[config.mk]
export PLATFORM = sky130hd
export DESIGN_NAME = coin_counter
export DESIGN_NICKNAME = d
export VERILOG_FILES = /design/src/rtl/coin_counter.sv
export SDC_FILE = /design/constraint.sdc
export NUM_CORES = 1
export LEC_CHECK = 0
export ABC_AREA = 1
export BUFFER_PORTS_ARGS = -buffer_cell sky130_fd_sc_hd__buf_2
export CORE_MARGIN = 4
export CORE_UTILIZATION = 49
export DETAILED_ROUTE_END_ITERATION = 10
export PLACE_DENSITY = 0.7
export RECOVER_POWER = 100
export SETUP_SLACK_MARGIN = 0.02
export SYNTH_ARGS = -nofsm -noshare
export SYNTH_HDL_FRONTEND = slang
export SYNTH_SLANG_ARGS = --single-unit
[constraint.sdc]
create_clock -name clk -period 2 [get_ports clk]
set_input_delay 0.4 -clock clk [delete_from_list [all_inputs] [get_ports clk]]
set_output_delay 0.4 -clock clk [all_outputs]
set_load 0.01 [all_outputs]
[src/rtl/coin_counter.sv]
// Vending-machine coin accumulator: edge-detects quarter/dime/nickel sense lines and keeps a saturating 10-bit cent total.
// Optional COIN_COUNTER_SYNC_EN adds a 2-flop synchronizer on each coin line for asynchronous sensors.
module coin_counter (
    input  logic       clk,
    input  logic       resetCount,
    input  logic       inQuarter,
    input  logic       inDime,
    input  logic       inNickel,
    output logic [9:0] outCount
);

    logic [2:0]  coin_raw_s;
    logic [2:0]  coin_s;
    logic [2:0]  prev_r;
    logic [2:0]  edge_s;
    logic [6:0]  inc_s;
    logic [10:0] sum_s;
    logic [9:0]  next_s;
    logic [9:0]  count_r;

    // Bit order {quarter, dime, nickel}.
    assign coin_raw_s = {inQuarter, inDime, inNickel};

`ifdef COIN_COUNTER_SYNC_EN
    logic [2:0] sync1_r;
    logic [2:0] sync2_r;

    // Two-stage synchronizer for asynchronous sensor lines.
    always_ff @(posedge clk) begin
        if (resetCount) begin
            sync1_r <= 3'b000;
            sync2_r <= 3'b000;
        end else begin
            sync1_r <= coin_raw_s;
            sync2_r <= sync1_r;
        end
    end

    assign coin_s = sync2_r;
`else
    assign coin_s = coin_raw_s;
`endif

    // Previous-level register; also loads on reset so a line high at release is ignored.
    always_ff @(posedge clk) begin
        prev_r <= coin_s;
    end

    assign edge_s = coin_s & ~prev_r;

    // Sum simultaneous events, then saturate at the 10-bit ceiling.
    always_comb begin
        inc_s  = 7'd0;
        sum_s  = 11'd0;
        next_s = count_r;
        if (edge_s[2]) begin
            inc_s = inc_s + 7'd25;
        end else begin
            inc_s = inc_s;
        end
        if (edge_s[1]) begin
            inc_s = inc_s + 7'd10;
        end else begin
            inc_s = inc_s;
        end
        if (edge_s[0]) begin
            inc_s = inc_s + 7'd5;
        end else begin
            inc_s = inc_s;
        end
        sum_s = {1'b0, count_r} + {4'b0000, inc_s};
        if (sum_s > 11'd1023) begin
            next_s = 10'd1023;
        end else begin
            next_s = sum_s[9:0];
        end
    end

    // Running total register; reset discards any same-cycle coin edge.
    always_ff @(posedge clk) begin
        if (resetCount) begin
            count_r <= 10'd0;
        end else begin
            count_r <= next_s;
        end
    end

    assign outCount = count_r;

endmodule

; Yosys cells after proc, flatten, opt, wreduce, memory -nomap -nowiden
; Cells that the tools add are included.
[totals]
regBits = 13
in_bits = 5
output_inout_bits = 10
[classes]
bitwise_logic = 2
n_lt_le_gt_ge = 1
addsub = 3
n_mux = 4
[ops]
columns = cell, count
row1 = $mux W7, 2
row2 = $add A10 B7 Y11, 1
row3 = $gt A11 B10 Y1 const B, 1
row4 = $mux W10, 1
row5 = $add A7 B3 Y7 const B, 1
row6 = $add A7 B4 Y7 const B, 1
row7 = $mux W5, 1
row8 = $and A3 B3 Y3, 1
row9 = $not A3 Y3, 1

; Longest topological paths before layout
; Gate-level depths: netlist (run 1).
[logic_depth]
word_depth = 10
mapped_depth = 17
mapped_depth_nobuf = 17

; Worst setup path after synthesis (run 1)
; No wires, ideal clock.
[synth_timing]
path_kind = input to register
startpoint = input inQuarter
endpoint = register count_r[7], in the netlist outCount[7]
arrival_time_ps = 2085
setup_time_ps = 109
path_stages = 15
slack_ps = -194
cell_sequence = inv_1 > nor2_1 > ha_1 > inv_1 > nand2_1 > o21ai_0 > fa_1 > nand3_1 > nand2_1 > nand2_1 > nand2_2 > nand3_4 > nand3_1 > nand2_1 > inv_1
[synth_between]
elab_chain_cells = 9
[synth_lines]
columns = element, line_no
row1 = from (decl), 6  ; input logic inQuarter,
row2 = $and A3 B3 Y3 (*), 49  ; assign edge_s = coin_s & ~prev_r;
row3 = $mux W5 (*), 56  ; if (edge_s[2]) begin
row4 = $add A7 B4 Y7, 62  ; inc_s = inc_s + 7'd10;
row5 = $mux W7 (*), 61  ; if (edge_s[1]) begin
row6 = $add A7 B3 Y7, 67  ; inc_s = inc_s + 7'd5;
row7 = $mux W7 (*), 66  ; if (edge_s[0]) begin
row8 = $add A10 B7 Y11 (*), 71  ; sum_s = {1'b0, count_r} + {4'b0000, inc_s};
row9 = $gt A11 B10 Y1, 72  ; if (sum_s > 11'd1023) begin
row10 = $mux W10 (*), 72
row11 = to (signal assigned), 84  ; count_r <= next_s;
row12 = to (decl), 19  ; logic [9:0] count_r;
; Mark *: on every way between the ends. The rest lies on a longest branch, timed or not.
; A chain may end at the register's enable or synchronous reset.

; Final worst setup path (run 1)
[layout_timing]
startpoint = register prev_r[1]
endpoint = register count_r[4], in the netlist outCount[4]
[layout_between]
elab_chain_cells = 8
[layout_lines]
columns = element, line_no
row1 = from (decl), 14  ; logic [2:0] prev_r;
row2 = from (signal assigned), 46  ; prev_r <= coin_s;
row3 = $not A3 Y3 (*), 49
row4 = $and A3 B3 Y3 (*), 49
row5 = $mux W7 (*), 61
row6 = $add A7 B3 Y7, 67
row7 = $mux W7 (*), 66
row8 = $add A10 B7 Y11 (*), 71
row9 = $gt A11 B10 Y1, 72
row10 = $mux W10 (*), 72
; Marks and branches as above.

==> reports/qor.yml, run 1 <==
status: "finished, violations left"
violations: "negative setup slack"
core_area_um2: 1750
clkTransAtPathRegs_ns: 0.08
finalSetupViolCount: 10
worst_pin_slew_ns: 0.313
drc: 0
cp_max_fo: 5
clkSinkCount: 13
swShare: 0.373
drt-initial-drc-count: 15
postCtsHoldBufs: 0
crit_buf_inv: 3
num_rows: 15
totalWireLength_um: 2870
slew_viol_final: 0
final_cell_area_um2: 1470
yosys-top-cells-area: "dfxtp_1 29%, ha_1 17%, nand2_1 13%"
yosys_register_bits: 13
ys_types: 20
path_class: "flip-flop to flip-flop"
clock_power_share: 0.179
cts_tree: "built"
yosysTopAreaCell: "dfxtp_1"
synth_most_common_cell: "nand2_1"
pre_cts_ws_ns: -0.352
globalplace.congestion: 0.899
dieHeight_um: 50.9
final_nets: 185
insertedDiodeCount: 0
rr_worst_depth: 14
p_seq_frac: 0.335
first_pass_iters: 4
placed_cell_area_um2: 1140
synthFlopType: "dfxtp_1"
crit_slowest_cell: "dfxtp_2"
cp-start-kind: "flip-flop"
critPathMostFrequentCell: "nand2_2"
p_comb_frac: 0.486
yosys_warnings: 0
syn_area_um2: 903
drive_above_1_share: 0.548
wl_per_cell_um: 15.0
grt_pass1_wl_um: 3610
fin_skew_ns: 0.00380
syn_area_per_cell_um2: 7.17
yosysSeqAreaShare: 0.288
hold_class: "input port to flip-flop"
synth_compound_area_frac: 0.0886
switching_power_mw: 0.358
dp.final_hpwl_um: 1630
synth_cells: 126
cp.arrival_ns: 2.33
crit_family: "simple AND/OR/NAND/NOR gates"
fin_hold_ws_ns: 0.223
setup_ws_ns: -0.110
dieWidth_um: 50.9
initial_core_util: 0.518
grt_max_degree: 9
synth-xor-area-share: 0.0485
antenna_found_initial: 0
max_stage_delay_ns: 0.32
clock_latency_ns: 0.29
period_minus_slack_ns: 2.11
groute.usage.overall: 0.186
period_share: 1.05
cts_max_level: 1
die_area_um2: 2590
fmax_ghz: 0.474
relSlewSlack: 0.791
grt_overflow: 0
path_depth: 14
powerDensity_nw_per_um2: 655
vias: 973
synth_simple_gate_area_frac: 0.274
ioPinCount: 15
synth_top_family_by_area: "simple AND/OR/NAND/NOR gates"
areaGrowthSynthToFinish_pct: 62.2
synth.mux.area_fraction: 0
required_ns: 2.22
max_cap_viol_count: 0
async_flop_share: 0
cts_made_buffers: 3
fin_tns_setup_ns: -0.480
cts_root_buf: "clkbuf_4"
power.internal_mw: 0.602
synthAdderAreaFrac: 0.188
p_leak_nw: 0.776
final_util: 0.839
grt_pass1_vias: 913
yosys-top-cells-count: "32 x nand2_1, 26 x inv_1, 13 x dfxtp_1"
synth_top_area_share: 0.288
holdPathStages: 1
viasPerCell: 5.09
cts_max_path_buffers: 2
syn-num-nets: 144
rsz0062_at_grt: "true"
max-vdd-ir-drop_v: 0.000512
ant_nets: 0
crit_chain: "inv_1 -> nand2_4 -> ha_4 -> inv_4 -> nand2_2 -> o21ai_4 -> ha_4 -> nand3_2 -> nand2_2 -> nand2_2 -> nand2_4 -> nand3_4 -> buf_4 -> a21oi_2"
portBuffers: 14
nFillCells: 110
synth_edf_count: 0
end_kind: "flip-flop"
hold_viol_final: 0
path summary, 6_finish.rpt:
| check | start | slack, ns | endpoint |
|---|---|---|---|
| max | prev_r[1]$_DFF_P_ | -0.11 | outCount[4]$_SDFF_PP0_ |
| min | inNickel | 0.22 | prev_r[0]$_DFF_P_ |
| max reg2reg | prev_r[1]$_DFF_P_ | -0.11 | outCount[4]$_SDFF_PP0_ |
| min reg2reg | outCount[9]$_SDFF_PP0_ | 0.64 | outCount[1]$_SDFF_PP0_ |
stage by stage:
step / std cells / total power [mW]
floorplan: 126 / 0.481
global placement: 179 / 0.598
detailed placement: 179 / 0.604
CTS: 186 / 0.813
global route: 191 / 1.01
finish: 191 / 0.960
power by group through the flow:
| stage | combinational [mW] | clock (mW) | sequential, mW |
|---|---|---|---|
| finish | 0.466 | 0.172 | 0.321 |
| global route | 0.500 | 0.185 | 0.325 |
| CTS | 0.329 | 0.169 | 0.314 |
| detailed placement | 0.287 | 0 | 0.317 |
| global placement | 0.281 | 0 | 0.317 |
| floorplan | 0.153 | 0 | 0.327 |
cell families (layout without fill, tap and decap cells):
group | after synthesis | count (layout)
XOR/XNOR | 5 | 5
AND/OR/NAND/NOR | 54 | 55
adder cells (fa/ha/maj) | 13 | 13
buffers and inverters | 27 | 66
AO/OA/AOI/OAI | 14 | 14
flip-flops | 13 | 13
final cells by class:
| class | count | area, um^2 | share of cell area |
|---|---|---|---|
| sequential | 13 | 263 | 0.179 |
| inverter | 26 | 113 | 0.0769 |
| timing repair buffer | 36 | 243 | 0.166 |
| multi-input combinational | 87 | 790 | 0.539 |
| clock buffer | 4 | 26.3 | 0.0179 |
| tap | 25 | 31.3 | 0.0213 |
flip-flops by register name, indices dropped and copies added (netlist names):
| signal | count |
|---|---|
| outCount | 10 |
| prev_r | 3 |
routing by layer:
layer  vias to the layer above  track usage  routed length, um
li1                        475            -                  -
met4                         0        0.121                 89
met3                         9       0.0408                104
met5                         -            0                  0
met2                        25        0.307               1520
met1                       464        0.214               1150
layout by cell type (no fill, tap or decap), drive strengths merged, types with 2 or more instances in the layout:
cell	synthesis	layout
buf	1	36
nor2	6	6
xnor2	2	2
nand3	13	14
o21ai	2	2
xor2	3	3
inv	26	26
a21oi	9	9
nand2	33	33
clkbuf	0	4
dfxtp	13	13
ha	12	12
what timing repair did:
item | CTS | global route
endpoints found under the hold margin | 0 | 0
cloned | 1 | 0
pin swaps | 5 | 21
gates resized for setup | 14 | 44
setup buffers | 2 | 5
endpoints found under the setup margin | 10 | 10
Power figures use the tool's default switching activity.
==> run 2: changes to the inputs <==
Settings changed: CORE_MARGIN 4 to unset, CORE_UTILIZATION 49 to 54, PLACE_DENSITY 0.7 to 0.73.
Clock period 2 ns to 2.3 ns, I/O delays scaled along.
==> run 2 against run 1 <==
Against the previous run: the run now ends clean; clock skew is 0.0086 ns higher; largest cell class unchanged; clock-buffer cell count is the same; worst hold slack improved by 0.065 ns; total power is 33% lower; non-clock buffer count fell by 11; combinational power fell by 53%; sequential share of layout area grew 5.6 points; register-to-register slack improved by 0.30 ns; routed wire length fell by 29%; largest power group is now registers.
==> reports/qor.yml, run 2 (synthesis gave the netlist of run 1 again) <==
regArea_um2: 260
fin_skew_ns: 0.0124
crit_family: "simple AND/OR/NAND/NOR gates"
clkSinkCount: 13
dieWidth_um: 42.9
slew_viol_final: 0
relSlewSlack: 0.761
finalSetupViolCount: 0
dp.final_hpwl_um: 1530
final_nets: 174
grt_overflow: 0
layout_common_cells: "32 x nand2_1, 26 x inv_1, 13 x dfxtp_1"
end_kind: "flip-flop"
dr_wl_met3_um: 69
period_minus_slack_ns: 2.11
insertedDiodeCount: 0
cp-start-kind: "flip-flop"
path_class: "flip-flop to flip-flop"
cp_max_fo: 5
clkTransAtPathRegs_ns: 0.09
largest_reg_flops: 10
swShare: 0.353
first_pass_iters: 4
die_area_um2: 1840
clock_power_share: 0.238
antenna_found_initial: 0
num_rows: 14
cp.arrival_ns: 2.32
globalplace.congestion: 0.819
initial_core_util: 0.586
grt_pass1_vias: 839
cts_root_buf: "clkbuf_4"
required_ns: 2.50
dieHeight_um: 42.9
finalPower_mw: 0.643
max-vdd-ir-drop_v: 0.000575
p_comb_frac: 0.342
wl_met2_um: 1020
crit_chain: "nor2_4 -> buf_4 -> ha_1 -> buf_4 -> nor2_1 -> ha_1 -> nand3_1 -> nand2_1 -> nand2_1 -> nand2_2 -> nand3_4 -> nand3_1 -> nand2_1 -> inv_1"
cts_max_level: 1
max_cap_viol_count: 0
ant_nets: 0
worst_pin_slew_ns: 0.358
fmax_ghz: 0.474
hold_class: "input port to flip-flop"
status: "complete, no violations"
areaGrowthSynthToFinish_pct: 22.3
rsz0062_at_grt: "false"
wl_per_cell_um: 11.9
cts_setup_buffers: 0
cts_max_path_buffers: 2
p_leak_nw: 0.616
nFillCells: 149
crit_slowest_cell: "dfxtp_1"
drive_above_1_share: 0.161
switching_power_mw: 0.227
dpl.cell_count: 166
power.internal_mw: 0.416
totalWireLength_um: 2040
grt_max_degree: 10
viasPerCell: 5.11
cts_made_buffers: 3
final_cell_count_no_fill: 171
p_seq_frac: 0.420
portBuffers: 14
core_area_um2: 1540
maxUsedRoutingLayer: "met4"
grt_pass1_wl_um: 3310
wl_met1_um: 930
ioPinCount: 15
hold_viol_final: 0
crit_buf_inv: 3
powerDensity_nw_per_um2: 582
critPathMostFrequentCell: "nand2_1"
drt-initial-drc-count: 28
final_common_cell: "nand2_1"
cts_tree: "built"
drc: 0
max_stage_delay_ns: 0.36
vias: 874
clock_latency_ns: 0.29
groute.usage.overall: 0.239
period_share: 0.918
multiInputGateArea_um2: 564
-- run 2: cell count changes in the layout (fill, tap and decap cells not counted), moves of 5 or more --
cell / previous run / this run
buf_2: 14 / 4
nand3_2: 8 / 1
clkbuf_1: 1 / 12
nand2_2: 6 / 1
ha_1: 4 / 12
inv_1: 18 / 26
nand2_1: 23 / 32
ha_4: 6 / 0
nand3_1: 5 / 12
buf_4: 20 / 9
-- run 2: what timing repair did --
action,CTS,global route
setup endpoints to repair,0,10
resized for setup,0,8
hold buffers,0,0
-- run 2: final timing paths --
path                                              from                     end  slack (ns)  cells past startpoint
worst min-delay path                            inDime       prev_r[1]$_DFF_P_        0.29                      1
worst min register to register  outCount[9]$_SDFF_PP0_  outCount[3]$_SDFF_PP0_        0.65                      2
worst max register to register       prev_r[2]$_DFF_P_  outCount[9]$_SDFF_PP0_        0.19                     14
worst max-delay path                 prev_r[2]$_DFF_P_  outCount[9]$_SDFF_PP0_        0.19                     14
-- run 2: per-stage QoR --
stage                     hold WS, ns   util  area, um^2  setup WS (ns)  setup TNS [ns]
after floorplan                 0.488      -         903         0.0462               0
after global placement          0.576  0.696        1070         -0.138          -0.730
after detailed placement        0.578  0.696        1070         -0.225           -1.62
after CTS                       0.284  0.713        1100         0.0407               0
after global routing            0.278  0.717        1100         0.0370               0
final                           0.288  0.717        1100          0.189               0
-- run 2: routing by layer --
layer	GRT usage	vias to the layer above
met5	0	-
met4	0.0875	0
li1	-	454
met1	0.285	398
met3	0.0383	2
met2	0.424	20
-- run 2: power groups by stage --
stage / Clock (mW) / Combinational (mW) / Sequential, mW
floorplan: 0 / 0.130 / 0.284
global placement: 0 / 0.212 / 0.272
detailed placement: 0 / 0.220 / 0.274
CTS: 0.155 / 0.222 / 0.269
global route: 0.163 / 0.245 / 0.273
finish: 0.153 / 0.220 / 0.270
-- run 2: final cells by class --
class,count,area share
clock buffers,4,0.0238
inverters,26,0.0883
multi-input cells,87,0.511
flip-flops and latches,13,0.236
well taps,16,0.0181
repair buffers,25,0.123
